===== src/rtl/regfile_pkg.sv =====
// regfile_pkg: shared register-file geometry and write-back entry type
package regfile_pkg;
   localparam int AW    = 5;
   localparam int DW    = 32;
   localparam int NREGS = 2 ** AW;
   typedef struct packed {
      logic [AW-1:0] addr;
      logic [DW-1:0] data;
   } wb_entry_t;
endpackage


===== src/rtl/onehot_dec.sv =====
// onehot_dec: binary index to one-hot select
module onehot_dec #(
   parameter int AW = regfile_pkg::AW
) (
   input  logic [AW-1:0]      idx,
   output logic [2**AW-1:0]   onehot
);
   assign onehot = {{(2**AW-1){1'b0}}, 1'b1} << idx;
endmodule


===== src/rtl/regwrite_queue.sv =====
// regwrite_queue: buffered write-back queue feeding the register array, with youngest-match lookup
module regwrite_queue #(
   parameter int DEPTH = 4,
   parameter int AW    = regfile_pkg::AW,
   parameter int DW    = regfile_pkg::DW,
   localparam int PW   = $clog2(DEPTH),
   localparam int CW   = PW + 1
) (
   input  logic              clk,
   input  logic              clr,
   input  logic              wr_valid,
   output logic              wr_ready,
   input  logic [AW-1:0]     wr_addr,
   input  logic [DW-1:0]     wr_data,
   input  logic              rf_stall,
   output logic [2**AW-1:0]  rf_we,
   output logic [DW-1:0]     rf_data,
   input  logic [AW-1:0]     lk_addr,
   output logic              lk_hit,
   output logic [DW-1:0]     lk_data,
   output logic [CW-1:0]     count
);
   logic [AW-1:0]    q_addr [DEPTH];
   logic [DW-1:0]    q_data [DEPTH];
   logic [PW-1:0]    rd_ptr, wr_ptr;
   logic [2**AW-1:0] head_sel;
   logic             store, pop;

   assign wr_ready = count < CW'(DEPTH);
   // register 0 is hardwired: its writes complete the handshake but are dropped
   assign store = wr_valid && wr_ready && wr_addr != '0;
   assign pop   = count != '0 && !rf_stall;

   onehot_dec #(.AW(AW)) u_dec (.idx(q_addr[rd_ptr]), .onehot(head_sel));

   assign rf_we   = pop ? head_sel : '0;
   assign rf_data = pop ? q_data[rd_ptr] : '0;

   always_ff @(posedge clk or posedge clr) begin
      if (clr) begin
         rd_ptr <= '0;
         wr_ptr <= '0;
         count  <= '0;
         for (int i = 0; i < DEPTH; i++) q_addr[i] <= '0;
      end else begin
         if (store) q_addr[wr_ptr] <= wr_addr;
         wr_ptr <= wr_ptr + PW'(store);
         rd_ptr <= rd_ptr + PW'(pop);
         count  <= count + CW'(store) - CW'(pop);
      end
   end

   always_ff @(posedge clk) begin
      if (store) q_data[wr_ptr] <= wr_data;
   end

   // scan oldest to youngest so the last match wins
   always_comb begin
      lk_hit  = 1'b0;
      lk_data = '0;
      for (int i = 0; i < DEPTH; i++) begin
         if (CW'(i) < count && lk_addr != '0 && q_addr[PW'(rd_ptr + PW'(i))] == lk_addr) begin
            lk_hit  = 1'b1;
            lk_data = q_data[PW'(rd_ptr + PW'(i))];
         end
      end
   end
endmodule

===== config.mk =====
export PLATFORM = sky130hd
export DESIGN_NAME = regwrite_queue
export DESIGN_NICKNAME = d
export VERILOG_FILES = /design/src/rtl/regfile_pkg.sv /design/src/rtl/onehot_dec.sv /design/src/rtl/regwrite_queue.sv
export SDC_FILE = /design/constraint.sdc
export NUM_CORES = 1
export LEC_CHECK = 0
export CORE_ASPECT_RATIO = 0.75
export CORE_UTILIZATION = 51
export CTS_BUF_LIST = sky130_fd_sc_hd__clkbuf_16
export DETAILED_ROUTE_END_ITERATION = 12
export GPL_ROUTABILITY_DRIVEN = 0
export HOLD_SLACK_MARGIN = 0.03
export PLACE_DENSITY = 0.78
export RECOVER_POWER = 25
export SYNTH_ARGS = -nofsm -noshare
export SYNTH_HDL_FRONTEND = slang
export SYNTH_SLANG_ARGS = --single-unit

===== constraint.sdc =====
create_clock -name clk -period 3.5 [get_ports clk]
set_input_delay 0.7 -clock clk [delete_from_list [all_inputs] [get_ports clk]]
set_output_delay 0.7 -clock clk [all_outputs]
set_load 0.01 [all_outputs]

==> metrics.md, run 1 <==
| Metric | Value |
|---|---|
| # clock sinks | 155 |
| Post-synth EDFFs | 128 |
| Yosys reg bits | 155 |
| Final non-filler cell total | 1579 |
| Synthesized cell area | 10400 um2 |
| Setup Skew | 0.00954 ns |
| Final WS setup | -0.589 ns |
| Critical-path cell list | buf_6, mux4_2, xnor2_2, nand3_2, buf_6, a2111oi_4, buf_4, nor3_4, buf_6, buf_6, buf_6, a31o_4, buf_6 |
| Final setup vio count | 35 |
| Hold_buf cts | 0 |
| First-pass GRT wire length | 53400 um |
| Vias | 10400 |
| Layout area overhead | 43.2% |
| Gate Count Post-Synth | 1045 |
| DR WL/cell | 23.0 um |
| Seq/Total Area, Yosys | 43.4% |
| Clk_lat worst skew | 0.44 ns |
| Drt pass-1 iters | 6 |
| Failing checks | negative setup slack |
| Detailed Place HPWL | 19700 um |
| I/O pins | 147 |
| Via density | 6.57 |
| VDD IR max | 0.467 mV |
| Worst reg2reg setup slack | 1.04 ns |
| Cells after DPL | 1491 |
| CTS tree | done |
| Top FF cell, synth | edfxtp_1 |
| Detailed router's first-iteration violation count | 1383 |
| Maxcap violations | 0 |
| DIE HEIGHT | 126 um |
| Hold Path Cell Cnt | 2 |
| Final setup TNS | -16.19 ns |
| CP Class | reg2out |
| Reg2Reg Depth | 10 |
| Largest net degree at the start of global routing | 93 |
| Row count | 44 |
| Leakage | 6.21 nW |
| Critical path's largest stage delay | 0.52 ns |
| Port bufs | 146 |
| Fraction of layout cells with a size suffix above 1 | 33.6% |
| CTS buffer count | 17 |
| CP arrival | 3.39 ns |
| Vias in the first global route | 9729 |
| Detailed Route WL | 36300 um |
| Relative slew margins | 38.9% |
| Core area | 19700 um2 |
| Crit-path slowest cell | mux4_2 |
| DRC | 0 |
| Root buf cell | clkbuf_16 |
| H-Tree Depth | 4 |
| Max clock buf depth | 2 |
| Initial antenna violation count | 2 |
| Status | finished with violations |
| Design area | 14900 um2 |
| Initial Util | 53.0% |
| Cell mode on critical path | buf_6 |
| Fin util | 75.9% |
| Post-route ant nets | 0 |
| Hold_ws | 0.535 ns |
| Worst-path fanout max | 6 |
| Pre-CTS setup slack | -1.06 ns |
| Area after DPL | 12900 um2 |
| Pwr Total | 13.6 mW |
| Delay-heaviest family, CP | buffers and inverters |
| Number of unique standard cell types used by synthesis | 60 |
| Worst-path clk slew | 0.07 ns |
| Die width | 167 um |
| Tmin final | 4.09 ns |
| Worst-Margin Slew | 0.916 ns |
| Critical Path Start Type | register |
| Final Hold Viols | 0 |
| WHS Endpoint | q_addr[8] |
| Period Utilization, post-route | 117% |
| Synthesized Nets | 1098 |
| Worst r2r dst | count[2] |
| Ys Warns | 0 |
| Ys async rst share | 17.4% |
| CP endpoint kind | primary output |
| Worst Hold Launch | q_addr[8] |
| GRT Util Overall | 32.8% |
| Endpoint required time on the critical path | 2.80 ns |
| Fmax | 245 MHz |
| Final net count | 1364 |
| PD cells | 912 nW/um2 |
| Tightest Hold Check Type | reg2reg |
| CP Buf/Inv Count | 7 |
| Die area | 21000 um2 |
| RSZ-0062 raised after global routing | yes |
| R2R Path Start | count[1] |
| Average size of a mapped cell | 9.97 um2 |
| Final max-slew violation count | 0 |
| Grt ovf | 0 |
==> placed cells by master, fill, tap and decap left out, types with 18 or more instances in the layout <==
cell,count
clkdlybuf4s50_1,41
dlymetal6s2s_1,18
o21ai_0,48
mux2_2,52
nor2_1,152
dlygate4sd3_1,24
dlygate4sd2_1,28
nor3_1,20
clkbuf_16,20
a21oi_1,45
o22ai_1,26
buf_4,136
o221ai_1,27
nand2_1,87
buf_6,40
dfrtp_1,25
mux2i_1,80
edfxtp_1,128
==> power by group <==
part	leakage, nW	internal (mW)	switching (mW)
logic	4.44	4.31	4.77
clock network	0.284	1.05	0.790
registers	1.49	2.39	0.295
total	6.21	7.75	5.86
==> synthesized netlist by cell type (13+ instances only) <==
cell / count / area [um2]
nand2_1: 91 / 342
clkbuf_1: 42 / 158
a211oi_1: 23 / 173
o21ai_0: 58 / 290
o22ai_1: 38 / 238
nor2_1: 159 / 597
nor3_1: 25 / 125
nand3_1: 13 / 65.1
a21oi_1: 49 / 245
dfrtp_1: 27 / 676
buf_2: 26 / 130
mux2i_1: 95 / 951
mux2_2: 52 / 586
inv_1: 15 / 56.3
o221ai_1: 40 / 350
edfxtp_1: 128 / 3840
==> kinds of logic (layout without fill, tap and decap cells) <==
group / Yosys count / count (layout) / share of synthesized area [%]
xor+xnor: 19 / 19 / 1.67
other cells: 0 / 2 / 0
compound gates: 282 / 282 / 18.8
simple gates: 317 / 317 / 12.9
fa+ha+maj: 7 / 7 / 0.913
buf+inv: 105 / 384 / 4.96
mux: 160 / 160 / 17.3
flops: 155 / 155 / 43.4
==> layout make-up <==
cell class | count | area [um2]
Antenna cell | 2 | 5.00
Clock buffer | 17 | 425
Clock inverter | 15 | 150
Fill cell | 1220 | 4740
Inverter | 15 | 57.6
Multi-Input combinational cell | 785 | 6040
Sequential cell | 155 | 4530
Tap cell | 253 | 317
Timing Repair Buffer | 337 | 3390
==> tightest hold or removal path, stage by stage, from the launching register on <==
cell and delay [ns]:
dfrtp_1 0.38, nand2_1 0.06, nand2_1 0.06
==> how the worst max path moves through the flow <==
stage	startpoint	to	slack, ns	depth (start not counted)
after global routing	rd_ptr[1]	lk_data[11]	-0.64	15
after floorplan	lk_addr[3]	lk_data[28]	0.26	9
after CTS	rd_ptr[0]	lk_data[17]	-0.52	12
after global placement	lk_addr[1]	lk_data[9]	-1.05	10
after detailed placement	lk_addr[1]	lk_data[9]	-1.06	10
final	rd_ptr[1]	lk_data[11]	-0.59	13
==> repair_timing <==
item,in CTS,in global routing
setup buffers,35,11
pin swaps,36,40
gates resized for setup,248,141
hold endpoints to repair,0,0
setup endpoints to repair,66,68
cloned,9,3
==> sequential cells by signal (all words and copies together) (netlist names) <==
| register | flops |
|---|---|
| count | 3 |
| rd_ptr | 2 |
| wr_ptr | 2 |
| q_data | 128 |
| q_addr | 20 |
==> layer usage <==
metal	wire, um	vias up	global-route usage [%]
li1	-	4504	-
met1	14000	4937	43.4
met2	16700	778	51.4
met3	4290	147	8.30
met4	1280	4	13.8
met5	25	-	0
No activity file was read; power rests on OpenSTA's default activity.
==> inputs of run 2 (changes only) <==
Settings changed: CTS_BUF_LIST sky130_fd_sc_hd__clkbuf_16 to unset, SLEW_MARGIN set to 25.
==> metrics.md, run 2 (synthesized netlist as in run 1, its figures left out) <==
| Metric | Value |
|---|---|
| Status | finished with violations |
| Failing checks | negative setup slack |
| Final setup TNS | -16.27 ns (-0.0801 ns) |
| Reg with most FFs | q_data |
| Reg2Reg Depth | 10 (unchanged) |
| Worst-Margin Slew | 0.827 ns (-0.0888 ns) |
| Root buf cell | clkbuf_16 |
| NetSw | 5.85 mW (about the same) |
| Fraction of layout cells with a size suffix above 1 | 33.6% (unchanged) |
| Max clock buf depth | 2 (unchanged) |
| Post-route ant nets | 0 (unchanged) |
| Final max-slew violation count | 0 (unchanged) |
| Detailed Place HPWL | 19700 um (unchanged) |
| Tightest Hold Check Type | reg2reg |
| Maxcap violations | 0 (unchanged) |
| Detailed router's first-iteration violation count | 1399 (+1.2%) |
| CTS tree | done |
| Die width | 167 um (unchanged) |
| Core area | 19700 um2 (unchanged) |
| Fillers | 1221 (+0.082%) |
| PD cells | 912 nW/um2 (about the same) |
| Most frequent cells in the layout | nor2_1 (152), buf_4 (136), edfxtp_1 (128) |
| Crit-path slowest cell | dfrtp_4 |
| Setup Skew | 0.00960 ns (+0.0000561 ns) |
| RSZ-0062 raised after global routing | yes |
| Via density | 6.55 (-0.28%) |
| Comb pwr share | 66.7% (about the same) |
| Critical-path cell list | buf_6, mux4_2, xnor2_2, nand3_2, buf_6, a2111oi_4, buf_4, nor3_4, buf_6, buf_6, buf_6, a31o_4, buf_6 |
| # clock sinks | 155 (unchanged) |
| Max FFs per register | 128 (unchanged) |
| GRT Util Overall | 32.8% (unchanged) |
| CP Class | reg2out |
| Hold_ws | 0.535 ns (+0.0000260 ns) |
| Switch share | 43.0% (about the same) |
| Tmin final | 4.10 ns (+0.00889 ns) |
| Initial antenna violation count | 2 (unchanged) |
| Layout area overhead | 43.2% (about the same) |
| Endpoint required time on the critical path | 2.80 ns (about the same) |
| CTS buffer count | 17 (unchanged) |
| Critical Path Start Type | register |
| Clock network power share | 13.5% (about the same) |
| Period Utilization, post-route | 117% (+0.25 points) |
| I/O pins | 147 (unchanged) |
| Largest net degree at the start of global routing | 93 (unchanged) |
| Drt pass-1 iters | 6 (unchanged) |
| Final WS setup | -0.598 ns (-0.00889 ns) |
| Worst-path clk slew | 0.07 ns (about the same) |
| Grt ovf | 0 (unchanged) |
| CP Buf/Inv Count | 7 (unchanged) |
| Initial Util | 53.0% (unchanged) |
| Pint | 7.75 mW (about the same) |
| Worst path depth | 13 (unchanged) |
| DIE HEIGHT | 126 um (unchanged) |
| DRC | 0 (unchanged) |
| Fmax | 244 MHz (-0.22%) |
| Vias in the first global route | 9729 (unchanged) |
| Port bufs | 146 (unchanged) |
| Detailed Route WL | 36400 um (+0.25%) |
| Worst-path fanout max | 6 (unchanged) |
| Final Hold Viols | 0 (unchanged) |
| H-Tree Depth | 4 (unchanged) |
| Vias | 10300 (-0.35%) |
| DR WL/cell | 23.1 um (+0.32%) |
| Delay-heaviest family, CP | buffers and inverters |
| Clk_lat worst skew | 0.44 ns (about the same) |
| Flop pwr share | 19.8% (about the same) |
| Row count | 44 (unchanged) |
| Die area | 21000 um2 (unchanged) |
| First-pass GRT wire length | 53400 um (unchanged) |
| CP endpoint kind | primary output |
| Relative slew margins | 44.5% (+5.6 points) |
| Hold Path Cell Cnt | 2 (unchanged) |
| CP arrival | 3.40 ns (about the same) |
| Final net count | 1364 (unchanged) |
| Final setup vio count | 34 (-2.9%) |
| Cell mode on critical path | buf_6 |
| Leakage | 6.20 nW (-0.13%) |
| VDD IR max | 0.468 mV (+0.16%) |
| Critical path's largest stage delay | 0.51 ns (about the same) |
| Commonest non-fill, non-tap cell in the layout | nor2_1 |
| Largest regs | q_data x128, q_addr x20, count x3 |
| Hold_buf cts | 0 (unchanged) |
-- run 2: per-stage QoR --
step	setup slack [ns]	power, mW	cell area [um2]	cells	util [%]
floorplan	0.261	7.21	10400	1045	-
global placement	-1.05	9.77	12900	1491	65.6
detailed placement	-1.06	9.92	12900	1491	65.6
CTS	-0.524	12.7	14300	1566	72.8
global route	-0.640	14.2	14900	1577	75.9
finish	-0.598	13.6	14900	1578	75.9
-- run 2: what timing repair did --
item | CTS | global route
buffers inserted | 35 | 11
setup endpoints to repair | 66 | 68
gates cloned | 9 | 3
gates resized for setup | 248 | 141
pin swaps | 36 | 40
-- run 2: worst paths after layout --
| path | start | end | slack, ns |
|---|---|---|---|
| setup / recovery | rd_ptr[1] | lk_data[11] | -0.60 |
| hold / removal | q_addr[8] | q_addr[8] | 0.53 |
| setup reg to reg | count[1] | count[2] | 1.04 |
| hold reg to reg | q_addr[8] | q_addr[8] | 0.53 |
| max in group asynchronous | clr | q_addr[13] | 2.34 |
| min in group asynchronous | clr | q_addr[8] | 0.62 |
-- run 2: power groups by stage --
stage          Clock [mW]  Sequential (mW)  Combinational (mW)
2_1_floorplan           0             2.62                4.59
3_3_place_gp            0             2.67                7.11
3_5_place_dp            0             2.68                7.24
4_1_cts              1.83             2.66                8.22
5_1_grt              1.93             2.71                9.58
6_report             1.84             2.69                9.08
-- run 2: cell type report --
cell class / instances / area [um2] / area share, %
timing repair buffer: 337 / 3390 / 22.8
clock inverter: 14 / 146 / 0.982
multi-input combinational: 785 / 6040 / 40.5
inverter: 15 / 57.6 / 0.386
antenna: 1 / 2.50 / 0.0168
tap: 253 / 317 / 2.12
clock buffer: 18 / 429 / 2.88
sequential: 155 / 4530 / 30.4
-- run 2: routing by layer --
metal / vias to the layer above / global-route usage, % / wire length [um]
met2: 772 / 51.4 / 16900
met5: - / 0 / 25
met1: 4923 / 43.4 / 14200
met3: 131 / 8.30 / 4140
li1: 4504 / - / -
met4: 4 / 13.8 / 1160
-- run 2: worst register-to-register path, cell delays in order, from the launching register on --
cell and delay, ns:
dfrtp_1 0.39, buf_4 0.15, nor3_1 0.16, or2_4 0.27, inv_1 0.13, buf_4 0.23
ha_1 0.31, inv_1 0.04, ha_1 0.18, fa_1 0.38, xnor2_1 0.13
==> inputs of run 3 (changes only) <==
Settings changed: CORE_UTILIZATION 51 to 25, GPL_ROUTABILITY_DRIVEN 0 to 1, PLACE_DENSITY 0.78 to unset, SYNTH_HIERARCHICAL set to 1.
==> metrics.md, run 3 <==
| Metric | Value |
|---|---|
| H-Tree Depth | 4 (unchanged) |
| Worst-Margin Slew | 0.758 ns (-0.0695 ns) |
| I/O pins | 147 (unchanged) |
| Area after DPL | 13100 um2 (+1.3%) |
| VDD IR max | 0.340 mV (-27%) |
| Most frequent cells in the layout | edfxtp_1 (128), nand2_1 (108), nor2_1 (102) |
| Number of unique standard cell types used by synthesis | 40 (-33%) |
| Fin util | 34.3% (-42 points) |
| Root buf cell | clkbuf_16 |
| Initial antenna violation count | 3 (+1) |
| Ys Warns | 6 (+6) |
| Post-route ant nets | 0 (unchanged) |
| Die width | 237 um (+42%) |
| Status | finished with violations |
| Seq/Total Area, Yosys | 43.5% (+0.078 points) |
| Vias in the first global route | 8344 (-14%) |
| Tmin final | 4.06 ns (-0.0429 ns) |
| Yosys reg bits | 155 (unchanged) |
| Design area | 14000 um2 (-5.9%) |
| Reg with most FFs | q_data |
| Relative slew margins | 49.4% (+4.9 points) |
| RSZ-0062 raised after global routing | yes |
| Detailed Route WL | 32000 um (-12%) |
| Fraction of layout cells with a size suffix above 1 | 25.6% (-8.0 points) |
| Area fraction of the dominant cell type after synthesis | 37.0% (+0.067 points) |
| Top FF cell, synth | edfxtp_1 |
| Final max-slew violation count | 0 (unchanged) |
| Via density | 4.92 (-25%) |
| Max clock buf depth | 2 (unchanged) |
| Worst-path clk slew | 0.06 ns (about the same) |
| Leakage | 5.40 nW (-13%) |
| Row count | 64 (+45%) |
| Core area | 40900 um2 (+110%) |
| Final WS setup | -0.555 ns (+0.0429 ns) |
| Cell taking the most area after synthesis | edfxtp_1 |
| Post-synth top cells | edfxtp_1 (128), nand2_1 (110), nor2_1 (103), mux2i_1 (92), o211ai_1 (88) |
| Setup Skew | 0.0117 ns (+0.00205 ns) |
| Final Hold Viols | 0 (unchanged) |
| Grt ovf | 0 (unchanged) |
| Vias | 8710 (-16%) |
| Commonest non-fill, non-tap cell in the layout | edfxtp_1 |
| Synthesized Nets | 1065 (-3.0%) |
| Ys async rst share | 17.4% (unchanged) |
| # clock sinks | 155 (unchanged) |
| Most frequent cell after synthesis | edfxtp_1 |
| DR WL/cell | 18.1 um (-22%) |
| Final net count | 1246 (-8.7%) |
| CP arrival | 3.36 ns (-0.04 ns) |
| First-pass GRT wire length | 47600 um (-11%) |
| Drt pass-1 iters | 5 (-1) |
| Critical Path Start Type | register |
| Detailed Place HPWL | 21600 um (+9.5%) |
| Port bufs | 146 (unchanged) |
| Clk_lat worst skew | 0.43 ns (about the same) |
| Endpoint required time on the critical path | 2.80 ns (about the same) |
| Tightest Hold Check Type | reg2reg |
| Initial Util | 25.4% (-28 points) |
| CP endpoint kind | primary output |
| Period Utilization, post-route | 116% (-1.2 points) |
| Detailed router's first-iteration violation count | 588 (-58%) |
| PD cells | 911 nW/um2 (-0.16%) |
| Largest regs | q_data x128, q_addr x20, count x3 |
| Post-synth EDFFs | 128 (unchanged) |
| Final setup vio count | 46 (+35%) |
| DIE HEIGHT | 179 um (+42%) |
| Top post-synthesis cells by area | edfxtp_1 (37%), mux2_2 (9.1%), mux2i_1 (8.9%) |
| Synthesized cell area | 10400 um2 (-0.18%) |
| DRC | 0 (unchanged) |
| Worst-path fanout max | 6 (unchanged) |
| RD Place Congestion | 0.771 |
| Die area | 42400 um2 (+100%) |
| Gate Count Post-Synth | 1012 (-3.2%) |
| GRT Util Overall | 14.8% (-18 points) |
| CTS tree | done |
| Maxcap violations | 0 (unchanged) |
| CTS buffer count | 17 (unchanged) |
| Failing checks | negative setup slack |
| CP Class | reg2out |
| Final setup TNS | -15.95 ns (+0.314 ns) |
| Fmax | 247 MHz (+1.1%) |
| Layout area overhead | 35.0% |
| Max FFs per register | 128 (unchanged) |
| Largest net degree at the start of global routing | 137 (+47%) |
| Average size of a mapped cell | 10.3 um2 (+3.1%) |
==> run 3: worst paths after layout <==
kind,slack (ns),cells after the start,end,from
min in group asynchronous,0.70,2,wr_ptr[0],clr
worst min-delay path,0.58,1,q_addr[13],q_addr[13]
max in group asynchronous,2.17,3,q_addr[18],clr
worst min register to register,0.58,1,q_addr[13],q_addr[13]
worst max register to register,1.04,10,count[2],count[0]
worst max-delay path,-0.56,7,lk_data[24],rd_ptr[0]
==> run 3: cells by family after synthesis <==
kind of cell,share of synthesized area (%)
and+or+nand+nor,15.5
xor gates and xnor gates,1.85
buffers and inverters,4.22
DFF,43.5
adders and majority gates,0.915
muxes,22.3
AOI/OAI and AO/OA,11.8
==> run 3: cell type report <==
cell class / count / area [um2]
Fill cell: 4030 / 26900
Antenna cell: 3 / 7.51
Tap cell: 561 / 702
Clock buffer: 18 / 450
Inverter: 11 / 41.3
Sequential cell: 155 / 4530
Timing Repair Buffer: 255 / 2570
Clock inverter: 14 / 105
Multi-Input combinational cell: 753 / 5630
==> run 3: critical path, stage by stage, from the launching register on <==
cell,delay (ns)
dfrtp_4,0.48
mux4_2,0.56
a211o_1,0.25
a221o_2,0.42
or4b_1,0.52
mux2_2,0.30
o211ai_4,0.22
buf_2,0.18
==> run 3: metrics by stage <==
stage,hold slack [ns],total power [mW],setup WS [ns],instances
finish,0.578,12.8,-0.555,1770
global route,0.606,13.6,-0.660,1768
CTS,0.579,12.6,-0.600,1761
detailed placement,0.561,10.5,-0.804,1715
global placement,0.554,10.3,-0.832,1715
floorplan,0.491,7.36,0.0916,1012
==> run 3: what timing repair did <==
| action | CTS | global route |
|---|---|---|
| pin swaps | 14 | 12 |
| hold buffers | 0 | 0 |
| setup buffers | 12 | 5 |
| endpoints found under the setup margin | 83 | 79 |
| gates cloned | 2 | 1 |
| gates resized for setup | 118 | 65 |
==> run 3: per-layer routing <==
| metal | GRT usage [%] | vias up | part of all wire (%) |
|---|---|---|---|
| li1 | - | 4153 | - |
| met2 | 23.8 | 226 | 47 |
| met3 | 2.85 | 42 | 4.7 |
| met1 | 19.8 | 4287 | 47 |
| met5 | 0 | - | 0.041 |
| met4 | 4.95 | 2 | 1.6 |
==> run 3: power by group <==
part | leakage, nW | switching, mW | internal [mW]
combinational | 3.64 | 4.51 | 3.86
sequential | 1.48 | 0.256 | 2.40
clock | 0.283 | 0.802 | 0.962
total | 5.40 | 5.57 | 7.22
